--- config.mk ---
export PLATFORM = sky130hd
export DESIGN_NAME = fifo_wr_arbiter
export DESIGN_NICKNAME = d
export VERILOG_FILES = /design/src/rtl/fifo_arb_pkg.sv /design/src/rtl/rr_pick2.sv /design/src/rtl/fifo_wr_arbiter.sv
export SDC_FILE = /design/constraint.sdc
export NUM_CORES = 1
export LEC_CHECK = 0
export ABC_AREA = 0
export BUFFER_PORTS_ARGS = -buffer_cell sky130_fd_sc_hd__buf_2
export CAP_MARGIN = 20
export CORE_MARGIN = 4
export CORE_UTILIZATION = 43
export CTS_BUF_LIST = sky130_fd_sc_hd__clkbuf_16
export CTS_CLUSTER_DIAMETER = 100
export DETAILED_ROUTE_END_ITERATION = 10
export MAX_ROUTING_LAYER = met4
export PLACE_DENSITY = 0.78
export SLEW_MARGIN = 15
export SYNTH_ARGS = -nofsm -noshare
export SYNTH_HDL_FRONTEND = slang
export SYNTH_SLANG_ARGS = --single-unit
--- constraint.sdc ---
create_clock -name clk -period 2.4 [get_ports clk]
set_input_delay 0 -clock clk [delete_from_list [all_inputs] [get_ports clk]]
set_output_delay 0 -clock clk [all_outputs]
set_load 0.01 [all_outputs]
--- src/rtl/fifo_arb_pkg.sv ---
// Shared definitions for the two-requester FIFO write arbiter:
// FSM state encoding and default geometry constants.
package fifo_arb_pkg;

  localparam int DATA_W       = 8;
  localparam int CNT_W        = 7;
  localparam int FIFO_DEPTH   = 64;
  localparam int AF_LEVEL_DEF = 62;

  // Arbiter control state; STALL is the registered backpressure state.
  typedef enum logic [1:0] {
    IDLE   = 2'd0,
    ACTIVE = 2'd1,
    STALL  = 2'd2
  } arb_state_e;

endpackage

--- src/rtl/rr_pick2.sv ---
// Combinational two-way round-robin pick.
// A lone requester always wins; on a tie the requester that did not win
// the previous transfer (last_gnt names the previous winner) is chosen.
// block forces both acks low.
module rr_pick2 (
  input  logic req0,
  input  logic req1,
  input  logic last_gnt,
  input  logic block,
  output logic ack0,
  output logic ack1
);

  import fifo_arb_pkg::*;

  // Grant selection: at most one ack is ever raised.
  always_comb begin
    ack0 = 1'b0;
    ack1 = 1'b0;
    if (!block) begin
      if (req0 && req1) begin
        ack0 = last_gnt;
        ack1 = !last_gnt;
      end else begin
        ack0 = req0;
        ack1 = req1;
      end
    end
  end

endmodule

--- src/rtl/fifo_wr_arbiter.sv ---
// Two-requester write arbiter in front of a FIFO.
// Handshake: reqN is a valid that stays up with dataN until acked; ackN is a
// combinational ready. A transfer happens at a rising edge where reqN && ackN,
// and the FIFO sees wr_en/buf_in for it exactly one cycle later.
// Backpressure (buf_full or occupancy >= AF_LEVEL) blocks acks immediately and
// moves the FSM to STALL; leaving STALL costs one cycle with acks still low.
// AF_LEVEL must lie in 1..62 so the single write in flight cannot overflow.
// Optional feature: define FIFO_ARB_STATS_EN to add the 16-bit saturating
// per-requester transfer counters gcnt0/gcnt1.
module fifo_wr_arbiter #(
  parameter int DATA_W   = fifo_arb_pkg::DATA_W,
  parameter int CNT_W    = fifo_arb_pkg::CNT_W,
  parameter int AF_LEVEL = fifo_arb_pkg::AF_LEVEL_DEF
) (
  input  logic              clk,
  input  logic              rst,
  input  logic              req0,
  input  logic              req1,
  input  logic [DATA_W-1:0] data0,
  input  logic [DATA_W-1:0] data1,
  output logic              ack0,
  output logic              ack1,
  input  logic              buf_full,
  input  logic [CNT_W-1:0]  fifo_counter,
  output logic              wr_en,
  output logic [DATA_W-1:0] buf_in,
  output logic              stall,
  output logic [1:0]        dbg_state
`ifdef FIFO_ARB_STATS_EN
  ,
  output logic [15:0]       gcnt0,
  output logic [15:0]       gcnt1
`endif
);

  import fifo_arb_pkg::*;

  localparam logic [CNT_W-1:0] AF_LVL = CNT_W'(AF_LEVEL);

  arb_state_e        r_state;
  arb_state_e        w_state_nxt;
  logic              r_last_gnt;
  logic              r_wr_en;
  logic [DATA_W-1:0] r_buf_in;

  logic w_stall_c;
  logic w_block;
  logic w_ack0;
  logic w_ack1;
  logic w_xfer0;
  logic w_xfer1;
  logic w_xfer;

  // Backpressure condition and grant blocking (reset also blocks acks).
  always_comb begin
    w_stall_c = buf_full || (fifo_counter >= AF_LVL);
    w_block   = !rst || w_stall_c || (r_state == STALL);
  end

  rr_pick2 u_pick (
    .req0     (req0),
    .req1     (req1),
    .last_gnt (r_last_gnt),
    .block    (w_block),
    .ack0     (w_ack0),
    .ack1     (w_ack1)
  );

  // Transfer qualification: a dropped req under ack is simply no transfer.
  always_comb begin
    w_xfer0 = req0 && w_ack0;
    w_xfer1 = req1 && w_ack1;
    w_xfer  = w_xfer0 || w_xfer1;
  end

  // Next-state logic; backpressure overrides every other transition.
  always_comb begin
    w_state_nxt = r_state;
    if (w_stall_c) begin
      w_state_nxt = STALL;
    end else begin
      case (r_state)
        IDLE:    if (w_xfer)  w_state_nxt = ACTIVE;
        ACTIVE:  if (!w_xfer) w_state_nxt = IDLE;
        STALL:   w_state_nxt = IDLE;
        default: w_state_nxt = IDLE;
      endcase
    end
  end

  // FSM state register.
  always_ff @(posedge clk) begin
    if (!rst) r_state <= IDLE;
    else      r_state <= w_state_nxt;
  end

  // Write strobe, write data and round-robin pointer; all move only on a transfer.
  always_ff @(posedge clk) begin
    if (!rst) begin
      r_wr_en    <= 1'b0;
      r_buf_in   <= '0;
      r_last_gnt <= 1'b1;
    end else begin
      r_wr_en <= w_xfer;
      if (w_xfer0) begin
        r_buf_in   <= data0;
        r_last_gnt <= 1'b0;
      end else if (w_xfer1) begin
        r_buf_in   <= data1;
        r_last_gnt <= 1'b1;
      end
    end
  end

`ifdef FIFO_ARB_STATS_EN
  logic [15:0] r_gcnt0;
  logic [15:0] r_gcnt1;

  // Per-requester transfer counters, saturating at all-ones.
  always_ff @(posedge clk) begin
    if (!rst) begin
      r_gcnt0 <= '0;
      r_gcnt1 <= '0;
    end else begin
      if (w_xfer0 && (r_gcnt0 != 16'hFFFF)) r_gcnt0 <= r_gcnt0 + 16'd1;
      if (w_xfer1 && (r_gcnt1 != 16'hFFFF)) r_gcnt1 <= r_gcnt1 + 16'd1;
    end
  end

  assign gcnt0 = r_gcnt0;
  assign gcnt1 = r_gcnt1;
`endif

  assign ack0      = w_ack0;
  assign ack1      = w_ack1;
  assign wr_en     = r_wr_en;
  assign buf_in    = r_buf_in;
  assign stall     = (r_state == STALL);
  assign dbg_state = r_state;

endmodule

# After elaboration in Yosys (flattened, before gate mapping)
# Index checks and enable logic that the tools add are counted.
# op_classes
add_sub_neg	0
multipliers	0
div	0
magnitude_cmp	1
n_eq_ne	6
shift	0
mux	12
n_bitwise	1
reduce_logical	14
# op_table
op	n
two-way mux 8 bit	2
greater-or-equal comparator 7 x 6 -> 1 bit, second input constant	1
two-way mux 1 bit	6
two-way mux 2 bit	3
inequality test 3 bit, second input constant	2
logical OR 1 bit	4
inequality test 2 bit, second input constant	2
one-hot mux 2 bit (2 select lines)	1
AND reduction 2 bit	2
logical AND 1 bit	3
equality test 2 x 1 -> 1 bit, second input constant	1
equality test 2 bit, second input constant	1
logical NOT 1 bit	2
logical NOT 2 bit	1
nonzero test 2 bit	1
OR reduction 2 bit	1
inverter 1 bit	1
# totals
register_bits	12
latchBits	0
ram_bits	0
romBits	0
inputBits	28
out_inout_bits	14
elab_cells	39
mem_count	0

# Longest topological paths before layout
# Gate-level depths: netlist of the first run.
# depth
word_depth	10
depth_mapped	6
ltp_nobuf	4

# By module
# A second synthesis of the first run with hierarchy kept.
# unflattened
hier_cells	54
area_unflattened_um2	518.0
# modules_own_cells
mod	instances	cells_each	area_each_um2	seq_area_each_um2
fifo_wr_arbiter	1	50	488.0	240.2
rr_pick2	1	4	30.0	0.0

# Worst setup path after synthesis of the first run
# No wires, ideal clock.
# synth_path
kind	flip-flop to flip-flop
from	register r_state[0], in the netlist dbg_state[0]
to	register r_buf_in[0], in the netlist buf_in[0]
setup_ps	116
arrival_ps	1192
required_time_ps	2284
slack_ps	1092
path_stages_with_launch	7
n_path_buf	2
synth_period_minus_slack_ps	1308
path_cell_list	dfxtp_1 -> nand2b_1 -> o2111a_1 -> buf_6 -> and2_4 -> buf_6 -> o211a_1
# synth_between
elab_chain_cells	5
elab_cells_between_ends	8
classes_between	eq/ne: 1; mux: 3; reduce/logical: 4
# synth_lines
element	line	source
start, declared	fifo_wr_arbiter.sv:40	arb_state_e r_state;
start signal, assigned	fifo_wr_arbiter.sv:94	else r_state <= w_state_nxt;
equality test 2 bit (*)	fifo_wr_arbiter.sv:57	w_block = !rst || w_stall_c || (r_state == STALL);
logical OR 1 bit (*)	fifo_wr_arbiter.sv:57	
two-way mux 1 bit	rr_pick2.sv:20	if (!block) begin
logical AND 1 bit (on tied branches)	fifo_wr_arbiter.sv:71, fifo_wr_arbiter.sv:72	
two-way mux 8 bit or nonzero test 2 bit (tied branches)	n/a	
end signal, assigned	fifo_wr_arbiter.sv:106	r_buf_in <= data0;
end signal, assigned	fifo_wr_arbiter.sv:109	r_buf_in <= data1;
end, declared	fifo_wr_arbiter.sv:44	logic [DATA_W-1:0] r_buf_in;
# Mark *: on every way between the ends. The rest lies on a longest branch, timed or not.
# A chain may end at the register's enable or synchronous reset.

# Final worst setup path of the first run
# layout_path
from	register r_last_gnt
to	output ack0
# layout_between
elab_chain_cells	2
# layout_lines
element	line	source
start, declared	fifo_wr_arbiter.sv:42	logic r_last_gnt;
start signal, assigned	fifo_wr_arbiter.sv:102	r_last_gnt <= 1'b1;
start signal, assigned	fifo_wr_arbiter.sv:107	r_last_gnt <= 1'b0;
start signal, assigned	fifo_wr_arbiter.sv:110	r_last_gnt <= 1'b1;
two-way mux 1 bit	rr_pick2.sv:21	if (req0 && req1) begin
two-way mux 1 bit	rr_pick2.sv:20	
end, declared	fifo_wr_arbiter.sv:21	output logic ack0,
# No other way between the ends.

==> impl_results.md, run 1 <==
- R2R depth: 4
- Sw Ratio: between 20% and 30%
- Combinational share of power: about 12%
- Seq/Total Area, Yosys: 37.4%
- CTS tree: built
- Wirelength, routed: around 1700 um
- Initial Utilization: 47.6%
- Vias in the first global route: 638
- Max Clock Skew: 0.00110 ns
- Synth Cell Area: 643 um^2
- Leading cell types in the layout, fill and taps excluded: buf_2 (40), dfxtp_1 (12), inv_1 (10)
- Post-CTS Resized: 0
- Hold endpoint: r_last_gnt$_SDFFE_PN1P_
- Worst-Margin Slew: 0.402 ns
- Clock Latency Late Sink: about 0.23 ns
- Final hold slack: roughly 0.088 ns
- Met2 usage: 31.9%
- Post-route ant nets: 0
- Post-Syn Instances: 71
- Critical Path RT: 2.40 ns
- Total power: 0.000583 W
- Antenna violations before repair: 0
- TritonCTS Buffers: 3
- GR Layer Usage met1: 18.5%
- Setup TNS: 0 ns
- Largest net degree at the start of global routing: 14
- LEAKAGE: 0.547 nW
- Startpoint Class: flip-flop
- Post-route cell area: 880 um^2
- CTS sink count: 12
- Most used routing layer: met2
- Clock Power Share: 51.3%
- Post-CTS setup repair buffer count: 0
- Hold Crit Class: input port to flip-flop
- Pwr Density: 662 nW/um^2
- Hold path depth: 2
- Hold_sp: rst
- Clk root buf: clkbuf_16
- Status: complete, no violations
- Max Transition Viols Final: 0
- Port Buf Inserts: 40
- Worst R2R End: buf_in[5]$_SDFFE_PN0P_
- Clock transition at path regs: 0.04 ns
- Post-DP Area: 801 um^2
- Maximum vdd ir drop: 0.503 mV
- Part of the cycle the worst path needs: about two thirds
- Layout cell share with drive strength beyond 1: 42.6%
- Max transition margin: between 70% and 80%
- RSZ-0062 raised after global routing: false
- Average size of a mapped cell: 9.06 um^2
- Ant diodes: 0
- Area leader, netlist: dfxtp_1
- DRC: 0
- Global-route wire length before repair: ~2600 um
- Post-synthesis cell type count: 21
- Routed vias: 655
- CP Capture Type: primary output
- Die width: 46.7 um
- Total die area: 2180 um^2
- Router iterations before antenna repair: 4
- Syn_nets: 99
- Post-synth top area share: a little under two fifths
- Met3 usage: 4.69%
- Area growth syn-to-layout: 36.8%
- Worst EP arrival: 1.57 ns
- Final Hold Fails: 0
- Commonest non-fill, non-tap cell in the layout: buf_2
- Dpl hpwl: 1300 um
- Nets: between 100 and 150
- Area contributors post-synth: dfxtp_1 (37%), o211a_1 (12%), o2111ai_1 (11%)
- DR iter-0 viols: 4
- Standard-cell row count: 13
- Final Util: 65.2%
- Vias per Instance: around 5.3
- Final setup viols: 0
- Tmin final: around 1.6 ns
- Total GRT Usage: between 15 and 20%
- WL/cell: approximately 14 um
- Reg power frac: 36.3%
- GR Overflow Total: 0
- H-tree Lvls: 1
- Synth warnings: 0
- I/O pins: 42
- Yosys reg bits: 12
- Crit Path Max Fanout: 10
- GP Congestion: 0.730
- Psw: 0.000122 W
- Die Ht: 46.7 um
- CTS Buffer Depth: 2
- Max-cap violations: 0
- Internal power: 0.000461 W
- F_max: 637 MHz
- Core region area: 1350 um^2
- Hold buffers post-CTS: 0
- Worst setup path class: flip-flop to primary output
- Reg2Reg Setup Slack: around 0.95 ns
- FF-to-FF Start: r_last_gnt$_SDFFE_PN1P_
## synthesized netlist by cell type
library cell	instances
nand4_1	2
o2111a_1	1
and3b_1	1
nand3_1	8
buf_2	1
o21ai_0	2
or2_2	1
nand2b_1	2
o311ai_0	1
and2_1	2
o211a_1	8
and2_4	1
and2_2	1
o2111ai_1	8
clkbuf_1	2
inv_1	10
nor2_1	2
dfxtp_1	12
buf_8	1
buf_6	3
nand2_1	2
## worst max path at each step
stage	from	endpoint	slack (ns)	cells past startpoint
after floorplan	dbg_state[0]$_SDFFE_PP0P_	buf_in[0]$_SDFFE_PN0P_	1.09	6
after global placement	r_last_gnt$_SDFFE_PN1P_	buf_in[5]$_SDFFE_PN0P_	1.03	4
after detailed placement	r_last_gnt$_SDFFE_PN1P_	buf_in[5]$_SDFFE_PN0P_	0.94	4
after CTS	r_last_gnt$_SDFFE_PN1P_	ack0	0.82	4
after global routing	r_last_gnt$_SDFFE_PN1P_	ack0	0.69	4
final	r_last_gnt$_SDFFE_PN1P_	ack0	0.83	4
## through the flow
stage          setup WS [ns]  cells
2_1_floorplan           1.09     71
3_3_place_gp            1.03    119
3_5_place_dp           0.940    119
4_1_cts                0.821    123
5_1_grt                0.692    123
6_report               0.829    123
## cell families (layout without fill, tap and decap cells)
family          Yosys count  after routing  synth area share [%]
simple gates             22             22                  19.3
flops                    12             12                  37.4
buf+inv                  17             54                  15.4
compound gates           20             20                  28.0
## critical path, cell delays in order, from the launching register on
cell and delay (ns):
dfxtp_1 0.33, nand2b_1 0.32, and2_1 0.37, and2_2 0.20, buf_2 0.12
## routing by layer
layer  vias to the layer above  part of all wire, %
met4                         0                 0.48
met1                       298                   41
met5                         -                    0
met3                         2                  4.7
li1                        338                    -
met2                        17                   54
## power by group through the flow
| stage | clock network (W) | logic [W] | registers, W |
|---|---|---|---|
| floorplan | 0 | 0.0000403 | 0.000218 |
| global placement | 0 | 0.0000702 | 0.000215 |
| detailed placement | 0 | 0.0000725 | 0.000215 |
| CTS | 0.000301 | 0.0000730 | 0.000211 |
| global route | 0.000318 | 0.0000805 | 0.000212 |
| finish | 0.000299 | 0.0000721 | 0.000211 |
## state kept, by name (all words and copies together), names as in the netlist
name and flops:
dbg_state 2, buf_in 8, r_last_gnt 1, wr_en 1
## cell type report
| type | instances | area (um^2) |
|---|---|---|
| clock buffers | 3 | 75.1 |
| clock inverters | 1 | 3.75 |
| fillers | 123 | 470 |
| inverters | 10 | 37.5 |
| multi-input cells | 42 | 304 |
| flip-flops and latches | 12 | 240 |
| well taps | 15 | 18.8 |
| repair buffers | 40 | 200 |
Note: power is estimated with default switching activity, not from simulation.
==> run 2: changes to the inputs <==
--- a/config.mk
+++ b/config.mk
@@ -5,16 +5,16 @@
 export SDC_FILE = /design/constraint.sdc
 export NUM_CORES = 1
 export LEC_CHECK = 0
-export ABC_AREA = 0
+export ABC_AREA = 1
 export BUFFER_PORTS_ARGS = -buffer_cell sky130_fd_sc_hd__buf_2
 export CAP_MARGIN = 20
 export CORE_MARGIN = 4
-export CORE_UTILIZATION = 43
+export CORE_UTILIZATION = 42
 export CTS_BUF_LIST = sky130_fd_sc_hd__clkbuf_16
 export CTS_CLUSTER_DIAMETER = 100
 export DETAILED_ROUTE_END_ITERATION = 10
 export MAX_ROUTING_LAYER = met4
-export PLACE_DENSITY = 0.78
+export PLACE_DENSITY = 0.74
 export SLEW_MARGIN = 15
 export SYNTH_ARGS = -nofsm -noshare
 export SYNTH_HDL_FRONTEND = slang
==> constraint.sdc (replaced) <==
create_clock -name clk -period 1.5 [get_ports clk]
set_input_delay 0 -clock clk [delete_from_list [all_inputs] [get_ports clk]]
set_output_delay 0 -clock clk [all_outputs]
set_load 0.01 [all_outputs]
==> run 2 against run 1 <==
  * Cell count rose by 37%
  * Design area rose by 15%
  * Sequential power rose by 61%
  * Clock power rose by 64%
  * Global-route usage fell by 3.8 points
  * Power rose by 66%
  * Via count rose by 23%
  * Largest cell class unchanged
==> impl_results.md, run 2 <==
- Area growth syn-to-layout: 42.9%
- Ant diodes: 0
- Synth Cell Area: 708 um^2
- Post-CTS Resized: 0
- Final setup viols: 0
- Pwr Density: 958 nW/um^2
- Ys flop type: dfxtp_1
- XOR/XNOR share of the synthesized area: 0%
- DRC: 0
- Wirelength, routed: 1850 um
- Top cells by count, synth: nand2_1 (29), nor2_1 (27), inv_1 (17)
- Layout cell share with drive strength beyond 1: a little over a third
- Synth Area in Simple Gates: 47.7%
- Area contributors post-synth: dfxtp_1 (34%), nand2_1 (15%), nor2_1 (14%)
- FILL cells: 139
- Post-route ant nets: 0
- Critical Path RT: 1.50 ns
- Post-synthesis cell type count: 17
- Nets: 181
- Maximum vdd ir drop: 0.490 mV
- I/O pins: 42
- Yosys reg bits: 12
- Worst setup path class: flip-flop to primary output
- Max Transition Viols Final: 0
- Startpoint Class: flip-flop
- WL/cell: between 10 and 15 um
- Tmin final: 1.38 ns
- Most frequent cell after synthesis: nand2_1
- CP Launch Point: r_last_gnt$_SDFFE_PN1P_
- Hold_sp: data1[3]
- Die Ht: a little under 50 um
- LEAKAGE: between 0.6 and 0.7 nW
- Worst EP arrival: 1.38 ns
- CTS tree: built
- Total die area: 2410 um^2
- Area leader, netlist: dfxtp_1
- Post-synth top area share: between 30% and 40%
- Syn_nets: between 100 and 150
- Hold Crit Class: input port to flip-flop
- Worst-Margin Slew: 0.354 ns
- Initial Utilization: 45.9%
- Hold buffers post-CTS: 0
- EDFF count, synth: 0
- Vias per Instance: between 4 and 5
- Port Buf Inserts: 40
- Max transition margin: roughly three quarters
- GP Congestion: between 0.7 and 0.8
- TritonCTS Buffers: 3
- Leading cell types in the layout, fill and taps excluded: buf_2 (40), nand2_1 (28), nor2_1 (27)
- Final Hold Fails: 0
- Part of the cycle the worst path needs: 92.3%
- CTS Buffer Depth: 2
- Post-Syn Instances: 109
- Max Clock Skew: 0.00340 ns
- Clk root buf: clkbuf_16
- Total GRT Usage: 14.0%
- Commonest non-fill, non-tap cell in the layout: buf_2
- Max reg flops: 8
- Total power: approximately 0.00097 W
- CP Capture Type: primary output
- Router iterations before antenna repair: 4
- Max-cap violations: 0
- Routed vias: 808
- Average size of a mapped cell: 6.50 um^2
- Seq/Total Area, Yosys: between 30% and 40%
- Share of async-settable or async-resettable flops after synthesis: 0%
- RSZ-0062 raised after global routing: false
- Global-route wire length before repair: between 2000 and 3000 um
- Status: complete, no violations
- Multiplexer share of the synthesized area: 0%
- Dpl hpwl: ~1200 um
- Setup TNS: 0 ns
- H-tree Lvls: 1
- Clock transition at path regs: about 0.040 ns
- DR iter-0 viols: 14
- Standard-cell row count: 14
- Crit Path Max Fanout: 10
- Die width: 49.1 um
- CTS sink count: 12
- Compound-Gate Fraction of Synth Area: 4.06%
- Largest net degree at the start of global routing: 28
- Post-CTS setup repair buffer count: 0
- Vias in the first global route: 651
- Post-DP Area: between 800 and 900 um^2
- Clock Latency Late Sink: 0.24 ns
- Adder-cell share of the synthesized area: 0%
- GR Overflow Total: 0
- Antenna violations before repair: 0
- Main combinational cell family by area after synthesis: simple AND/OR/NAND/NOR gates
- Post-route cell area: 1010 um^2
- Synth warnings: 0
- Core region area: 1540 um^2
- F_max: 722 MHz
- FF-to-FF Start: dbg_state[0]$_SDFFE_PP0P_
- Final hold slack: around 0.058 ns
[run 2: final timing paths]
path,end,slack [ns],depth (start not counted)
min reg2reg,dbg_state[0]$_SDFFE_PP0P_,0.45,1
min,buf_in[3]$_SDFFE_PN0P_,0.06,5
max reg2reg,buf_in[0]$_SDFFE_PN0P_,0.17,7
max,ack1,0.12,4
[run 2: routing by layer]
| layer | vias to the layer above | wire, um | track usage, % |
|---|---|---|---|
| li1 | 420 | - | - |
| met1 | 353 | 730 | 13.5 |
| met2 | 30 | 949 | 25.3 |
| met3 | 5 | 134 | 4.59 |
| met4 | 0 | 32 | 5.38 |
| met5 | - | 0 | - |
[run 2: critical path, cell delays in order (launching register included)]
cell and delay [ns]:
dfxtp_1 0.32, a21oi_1 0.23, nand4_2 0.30, inv_1 0.15, buf_2 0.14
[run 2: kinds of logic after synthesis]
kind of cell / after synthesis
DFF: 12
and+or+nand+nor: 70
buffers and inverters: 22
AOI/OAI and AO/OA: 5
[run 2: metrics by stage]
step	setup WS, ns	util (%)	std cells
floorplan	0.269	-	109
global placement	0.158	58.3	162
detailed placement	0.105	58.3	162
CTS	0.0549	63.4	166
global route	0.0427	65.7	168
finish	0.116	65.7	168
[run 2: area by class of cell]
type / instances / area (um^2) / share of cell area, %
Timing Repair Buffer: 40 / 200 / 19.8
Clock buffer: 3 / 75.1 / 7.42
Clock inverter: 1 / 3.75 / 0.371
Inverter: 19 / 71.3 / 7.05
Multi-Input combinational cell: 77 / 402 / 39.7
Sequential cell: 12 / 240 / 23.7
Tap cell: 16 / 20.0 / 1.98
[run 2: power by group]
group	total [W]	internal (W)	switching [W]
clock network	0.000490	0.000351	0.000139
logic	0.000140	0.0000622	0.0000778
registers	0.000340	0.000333	0.00000648
